### src/rtl/bin2bcd_seq.sv
// Sequential binary-to-BCD converter (shift-and-add-3, one bit per cycle).
// Accepts a binary value over valid/ready, produces packed BCD digits plus a
// leading-zero blanking mask for the downstream 7-segment decoders.
module bin2bcd_seq #(
    parameter int BIN_W  = 8,
    parameter int DIGITS = 3,
    parameter int CNT_W  = $clog2(BIN_W + 1)
) (
    input  logic                  clk,
    input  logic                  rst_n,
    input  logic                  in_valid,
    output logic                  in_ready,
    input  logic [BIN_W-1:0]      in_bin,
    output logic                  out_valid,
    input  logic                  out_ready,
    output logic [4*DIGITS-1:0]   out_bcd,
    output logic [DIGITS-1:0]     out_blank,
    output logic                  busy
);

    localparam int SR_W = 4 * DIGITS + BIN_W;

    // Leading digits blanked, units digit always shown (value 0 displays "0").
    localparam logic [DIGITS-1:0] BLANK_RST = {DIGITS{1'b1}} << 1;

    // True when DIGITS decimal digits can hold the largest BIN_W-bit value.
    function automatic bit digits_ok(input int bw, input int nd);
        longint pow10;
        longint max_val;
        pow10   = 1;
        max_val = (longint'(1) << bw) - 1;
        for (int i = 0; i < nd; i++) begin
            if (pow10 <= max_val) pow10 = pow10 * 10;
        end
        return pow10 > max_val;
    endfunction

    if (!digits_ok(BIN_W, DIGITS)) begin : g_bad_digits
        $error("bin2bcd_seq: DIGITS too small for BIN_W (need 10^DIGITS > 2^BIN_W-1)");
    end

    typedef enum logic [1:0] {
        IDLE,
        CONV,
        DONE
    } state_t;

    state_t              state;
    logic [SR_W-1:0]     sr;          // {BCD digits, remaining binary bits}
    logic [CNT_W-1:0]    cnt;         // binary bits still to shift in
    logic [SR_W-1:0]     sr_adj;
    logic [SR_W-1:0]     sr_next;
    logic [4*DIGITS-1:0] bcd_next;
    logic [DIGITS-1:0]   blank_next;
    logic                upper_zero;

    // One double-dabble iteration: +3 on digits >= 5, then shift left by one.
    always_comb begin
        // NOTE: every variable assigned here gets a default first so no latch is inferred.
        sr_adj = sr;
        for (int i = 0; i < DIGITS; i++) begin
            if (sr[BIN_W + 4*i +: 4] >= 4'd5) begin
                sr_adj[BIN_W + 4*i +: 4] = sr[BIN_W + 4*i +: 4] + 4'd3;
            end
        end
        sr_next  = sr_adj << 1;
        bcd_next = sr_next[SR_W-1 -: 4*DIGITS];
    end

    // Blank mask from the post-shift BCD: digit i blanks iff it and all above are 0.
    always_comb begin
        blank_next = '0;
        upper_zero = 1'b1;
        for (int i = DIGITS - 1; i >= 1; i--) begin
            upper_zero    = upper_zero && (bcd_next[4*i +: 4] == 4'd0);
            blank_next[i] = upper_zero;
        end
    end

    // Control FSM with registered handshake/status outputs and result registers.
    always_ff @(posedge clk or negedge rst_n) begin
        if (!rst_n) begin
            state     <= IDLE;
            sr        <= '0;
            cnt       <= '0;
            in_ready  <= 1'b1;
            busy      <= 1'b0;
            out_valid <= 1'b0;
            out_bcd   <= '0;
            out_blank <= BLANK_RST;
        end else begin
            // NOTE: non-blocking assignments so every register samples pre-edge values.
            unique case (state)
                IDLE: begin
                    if (in_valid) begin
                        sr       <= {{(4*DIGITS){1'b0}}, in_bin};
                        cnt      <= CNT_W'(BIN_W);
                        state    <= CONV;
                        in_ready <= 1'b0;
                        busy     <= 1'b1;
                    end
                end
                CONV: begin
                    sr  <= sr_next;
                    cnt <= cnt - CNT_W'(1);
                    if (cnt == CNT_W'(1)) begin
                        state     <= DONE;
                        out_valid <= 1'b1;
                        out_bcd   <= bcd_next;
                        out_blank <= blank_next;
                    end
                end
                DONE: begin
                    if (out_ready) begin
                        state     <= IDLE;
                        out_valid <= 1'b0;
                        in_ready  <= 1'b1;
                        busy      <= 1'b0;
                    end
                end
                default: begin
                    state     <= IDLE;
                    out_valid <= 1'b0;
                    in_ready  <= 1'b1;
                    busy      <= 1'b0;
                end
            endcase
        end
    end

endmodule

### config.mk
export PLATFORM = sky130hd
export DESIGN_NAME = bin2bcd_seq
export DESIGN_NICKNAME = d
export VERILOG_FILES = /design/src/rtl/bin2bcd_seq.sv
export SDC_FILE = /design/constraint.sdc
export NUM_CORES = 1
export LEC_CHECK = 0
export CORE_MARGIN = 1.5
export CORE_UTILIZATION = 54
export DETAILED_ROUTE_END_ITERATION = 10
export GPL_ROUTABILITY_DRIVEN = 0
export PLACE_DENSITY = 0.79
export SYNTH_ARGS = -nofsm -noshare
export SYNTH_HDL_FRONTEND = slang
export SYNTH_SLANG_ARGS = --single-unit
### constraint.sdc
create_clock -name clk -period 2.2 [get_ports clk]
set_clock_uncertainty 0.2 [all_clocks]
set_input_delay 0.66 -clock clk [delete_from_list [all_inputs] [get_ports clk]]
set_output_delay 0.66 -clock clk [all_outputs]
set_load 0.02 [all_outputs]
# ---- Yosys cells after proc, flatten, opt, wreduce, memory -nomap -nowiden
# Cells that the tools add are included.
# Widths: inputs -> output; s select.
dict set report word_totals {
  reg_bits 43
  input_bits 12
}
dict set report op_classes {
  add_sub_neg 4
  order_cmp 3
  n_eq_ne 6
  n_mux 19
  bitwise_logic 2
  reduce_logical 10
}
# cell count
set ops {}
lappend ops {{$pmux 20 s2} 1}
lappend ops {{$mux 20} 1}
lappend ops {{$ge 4x3->1 const B} 3}
lappend ops {{$mux 4} 3}
lappend ops {{$pmux 1 s3} 3}
lappend ops {{$reduce_and 3->1} 3}
lappend ops {{$add 4x2->4 const B} 2}
lappend ops {{$logic_not 4->1} 2}
lappend ops {{$pmux 4 s2} 1}
lappend ops {{$mux 2} 3}
lappend ops {{$ne 2x2->1 const B} 3}
lappend ops {{$pmux 2 s3} 1}
lappend ops {{$mux 1} 5}
lappend ops {{$eq 4x1->1 const B} 1}
lappend ops {{$reduce_and 2->1} 2}
lappend ops {{$sub 4x1->4 const B} 1}
lappend ops {{$add 3x2->3 const B} 1}
lappend ops {{$mux 3} 1}
lappend ops {{$eq 2x1->1 const B} 1}
lappend ops {{$eq 2x2->1 const B} 1}
lappend ops {{$logic_not 2->1} 1}
lappend ops {{$not 1->1} 2}
lappend ops {{$reduce_bool 2->1} 1}
lappend ops {{$logic_and 1x1->1} 1}

# ---- Logic depth before layout (Yosys ltp)
dict set report depth {
  word_depth 4
  ltp_mapped 7
  depth_no_buf 6
}

# ---- Worst setup path before layout
# OpenSTA, ideal clock, no wires.
dict set report synth_path {
  path_kind {register -> register}
  startpoint {reg sr[12]}
  endpoint {reg sr[14]}
  setup_ns 0.083
  t_arrival_ns 1.555
  path_slack_ns 0.363
  path_stages_with_launch 7
  path_buffers 0
  path_cell_list {dfrtp_1 inv_1 ha_1 nand2b_1 a21oi_1 mux2_2 o21ai_0}
}
dict set report synth_between {
  elab_chain_len 3
  elab_cells_between_ends 4
  cone_classes {add/sub (1); order compare (1); mux (2)}
}
# element line
set synth_lines {}
lappend synth_lines {{from (decl)} 49} ;# logic [SR_W-1:0] sr;
lappend synth_lines {{from (signal assigned)} 96} ;# sr <= {{(4*DIGITS){1'b0}}, in_bin};
lappend synth_lines {{from (signal assigned)} 104} ;# sr <= sr_next;
lappend synth_lines {{$add 4x2->4 or $ge 4x3->1 (tied branches)} {63, 62}}
lappend synth_lines {{$mux 4 *} 62} ;# if (sr[BIN_W + 4*i +: 4] >= 4'd5) begin
lappend synth_lines {{$pmux 20 s2 *} 93} ;# unique case (state)
# Every way passes the cells marked *; elsewhere a longest branch is shown, timed or not.
# A chain may end at the register's enable or synchronous reset.

# ---- Worst setup path after layout
dict set report layout_path {
  startpoint {reg out_bcd[11]}
  endpoint {out out_bcd[11]}
}
# element line
set layout_rtl {}
lappend layout_rtl {{from (decl)} 16} ;# output logic [4*DIGITS-1:0] out_bcd,
lappend layout_rtl {{from (signal assigned)} 109} ;# out_bcd <= bcd_next;
# No word-level cell between the ends.

==> metrics.cfg <==
[run_status]
status=completed

[timing]
slew_headroom=0.645
period_needed_ns=2.16
worst_slew_pin_slew_ns=0.531
max_freq_mhz=463
fin_setup_tns_ns=0
rsz0062_at_grt=false
finalHoldViolations=0
period_share=0.981
final-setup-viol-count=0
final_max_slew_viol_count=0

[clock_network]
clk_latency_ns=0.29
ctsResizeCount=3
clk_pin_slew_ns=0.08
cts.sinks=43
cts_buffer_depth=2
cts_buffers=5
root_buffer=clkbuf_8
hold_buffers=0
cts_tree=done
htreeDepth=2
cts_setup_buffers=0

[worst_setup_path]
max_stage_delay_ns=0.62
critPathRequiredTime_ns=1.34
worstSetupPathType=flop to output pin
end_kind=output pin
crit_buf_inv=1
path_delay_family=buffers and inverters
critPathMaxFanout=2
cpMaxStageDelayCell=clkdlybuf4s50_1
r2r_cells=6
worstSetupStartpointType=flop
path_depth=1
critical_path_arrival_ns=1.30
crit_chain=clkdlybuf4s50_1

[global_route]
grt_overflow=0
grt_pass1_vias=1628
met2_usage=0.374
grtUsageMet1=0.278
grt_busiest_layer=met2
antenna_found_initial=0
grtUsageTotal=0.221
grt_pass1_wl_mm=7.29
grt_max_degree=28
met3_usage=0.0548

[layout]
final_nets=272
area_delta_synth_final_pct=22.8
final_core_util=0.701
final_cell_mix=dfrtp_1 (40), o21ai_0 (35), nand2_1 (31), clkdlybuf4s50_1 (24), a21oi_1 (17)
diodes=0
drive_gt1_frac=0.115
final_common_cell=dfrtp_1

[floorplanning]
core_area_um2=3720
start_util=0.571
die_area_um2=4310
fp.dieW_um=65.7
io_pins=30
rows=22
dieHeight_um=65.7

[routing]
first_pass_iters=4
drcViolationCount=0
wl_mm=3.99
via_per_inst=5.41
wl_per_cell_um=13.3
vias=1627
drt_iter0_drc=114
final_antenna_net_count=0

[logic_synthesis]
async_flop_share=1.00
synth_edf_count=0
syn_inst=218
yosysWarnings=0
synth.net_count=238
synth-seq-cells=43
synth-seq-area-share=0.509
syn_area_um2=2120
synth_area_per_cell_um2=9.73
synth.distinct_cells=33
synth_top_flop_cell=dfrtp_1

[pwr]
pwr-share-clk=0.145
power_leakage_nw=1.15
p_seq_frac=0.383
p_per_area_nw_per_um2=1430
p_int_mw=2.25
p_sw_mw=1.46
peakVddDrop_v=0.000656
power_frac_comb=0.473
p_sw_frac=0.394

[job]
cap_violations=0

[placed_design]
dp_hpwl_mm=2.84
port_buffers=28

[hold_path]
min_path_type=input port to async pin

[registers in the layout (all words and copies together) (netlist names)]
register and count:
out_valid 1, busy 1, in_ready 1, out_bcd 12, sr 20, state 2, cnt 4, out_blank 2
[cell type report]
cell class | count | area [um2]
Timing Repair Buffer | 37 | 364
Multi-Input combinational cell | 154 | 960
Fill cell | 288 | 1110
Sequential cell | 43 | 1080
Clock buffer | 8 | 100
Inverter | 11 | 41.3
Tap cell | 48 | 60.1
[path summary, 6_finish.rpt]
path	end	slack, ns	start
hold / removal	out_bcd[9]$_DFFE_PN0P_	0.09	rst_n
setup / recovery	out_bcd[11]	0.04	out_bcd[11]$_DFFE_PN0P_
hold reg to reg	out_bcd[5]$_DFFE_PN0P_	0.28	out_bcd[5]$_DFFE_PN0P_
setup reg to reg	out_blank[1]$_DFFE_PN1P_	0.22	sr[16]$_DFFE_PN0P_
max in group asynchronous	in_ready$_DFFE_PN1P_	1.16	rst_n
min in group clk	out_bcd[5]$_DFFE_PN0P_	0.28	out_bcd[5]$_DFFE_PN0P_
[per-stage QoR]
stage | total power, mW | setup WS [ns] | hold WS, ns | std cells | instance area [um2]
6_report | 3.72 | 0.0421 | 0.0889 | 301 | 2610
5_1_grt | 4.06 | 0.000644 | 0.105 | 301 | 2610
4_1_cts | 3.75 | 0.0355 | 0.0942 | 301 | 2610
3_5_place_dp | 3.22 | 0.00931 | 0.269 | 293 | 2510
3_3_place_gp | 3.15 | 0.0163 | 0.256 | 293 | 2510
2_1_floorplan | 2.57 | 0.363 | 0.164 | 218 | 2120
[cell families after synthesis]
logic type / share of synthesized area
other: 0.00177
adders and majority gates: 0.0472
AOI/OAI and AO/OA: 0.187
xor gates and xnor gates: 0.0124
buffers and inverters: 0.0389
muxes: 0.0360
and+or+nand+nor: 0.168
DFF: 0.509
[per-layer routing]
layer / up-vias / wire length, um
met5: - / 0
li1: 815 / -
met4: 0 / 44
met2: 39 / 1960
met3: 6 / 147
met1: 767 / 1840
[power by group through the flow]
stage | combinational [mW] | sequential (mW) | clock (mW)
finish | 1.76 | 1.42 | 0.539
global route | 1.99 | 1.48 | 0.589
CTS | 1.77 | 1.42 | 0.555
detailed placement | 1.78 | 1.44 | 0
global placement | 1.73 | 1.42 | 0
floorplan | 1.03 | 1.54 | 0
[synthesized netlist by cell type, drive strengths merged, types with 3 or more instances]
| master | n | area (um2) |
|---|---|---|
| a21oi | 17 | 85.1 |
| a22oi | 5 | 37.5 |
| a31oi | 3 | 18.8 |
| and2 | 4 | 25.0 |
| clkbuf | 9 | 33.8 |
| dfrtp | 40 | 1000 |
| dfstp | 3 | 78.8 |
| ha | 8 | 100 |
| inv | 11 | 41.3 |
| mux2 | 5 | 56.3 |
| nand2 | 32 | 123 |
| nand2b | 4 | 25.0 |
| nor2 | 4 | 15.0 |
| nor2b | 8 | 50.1 |
| nor3 | 3 | 15.0 |
| nor3b | 6 | 56.3 |
| o21ai | 38 | 190 |
| xnor2 | 3 | 26.3 |
Power figures use the tool's default switching activity.
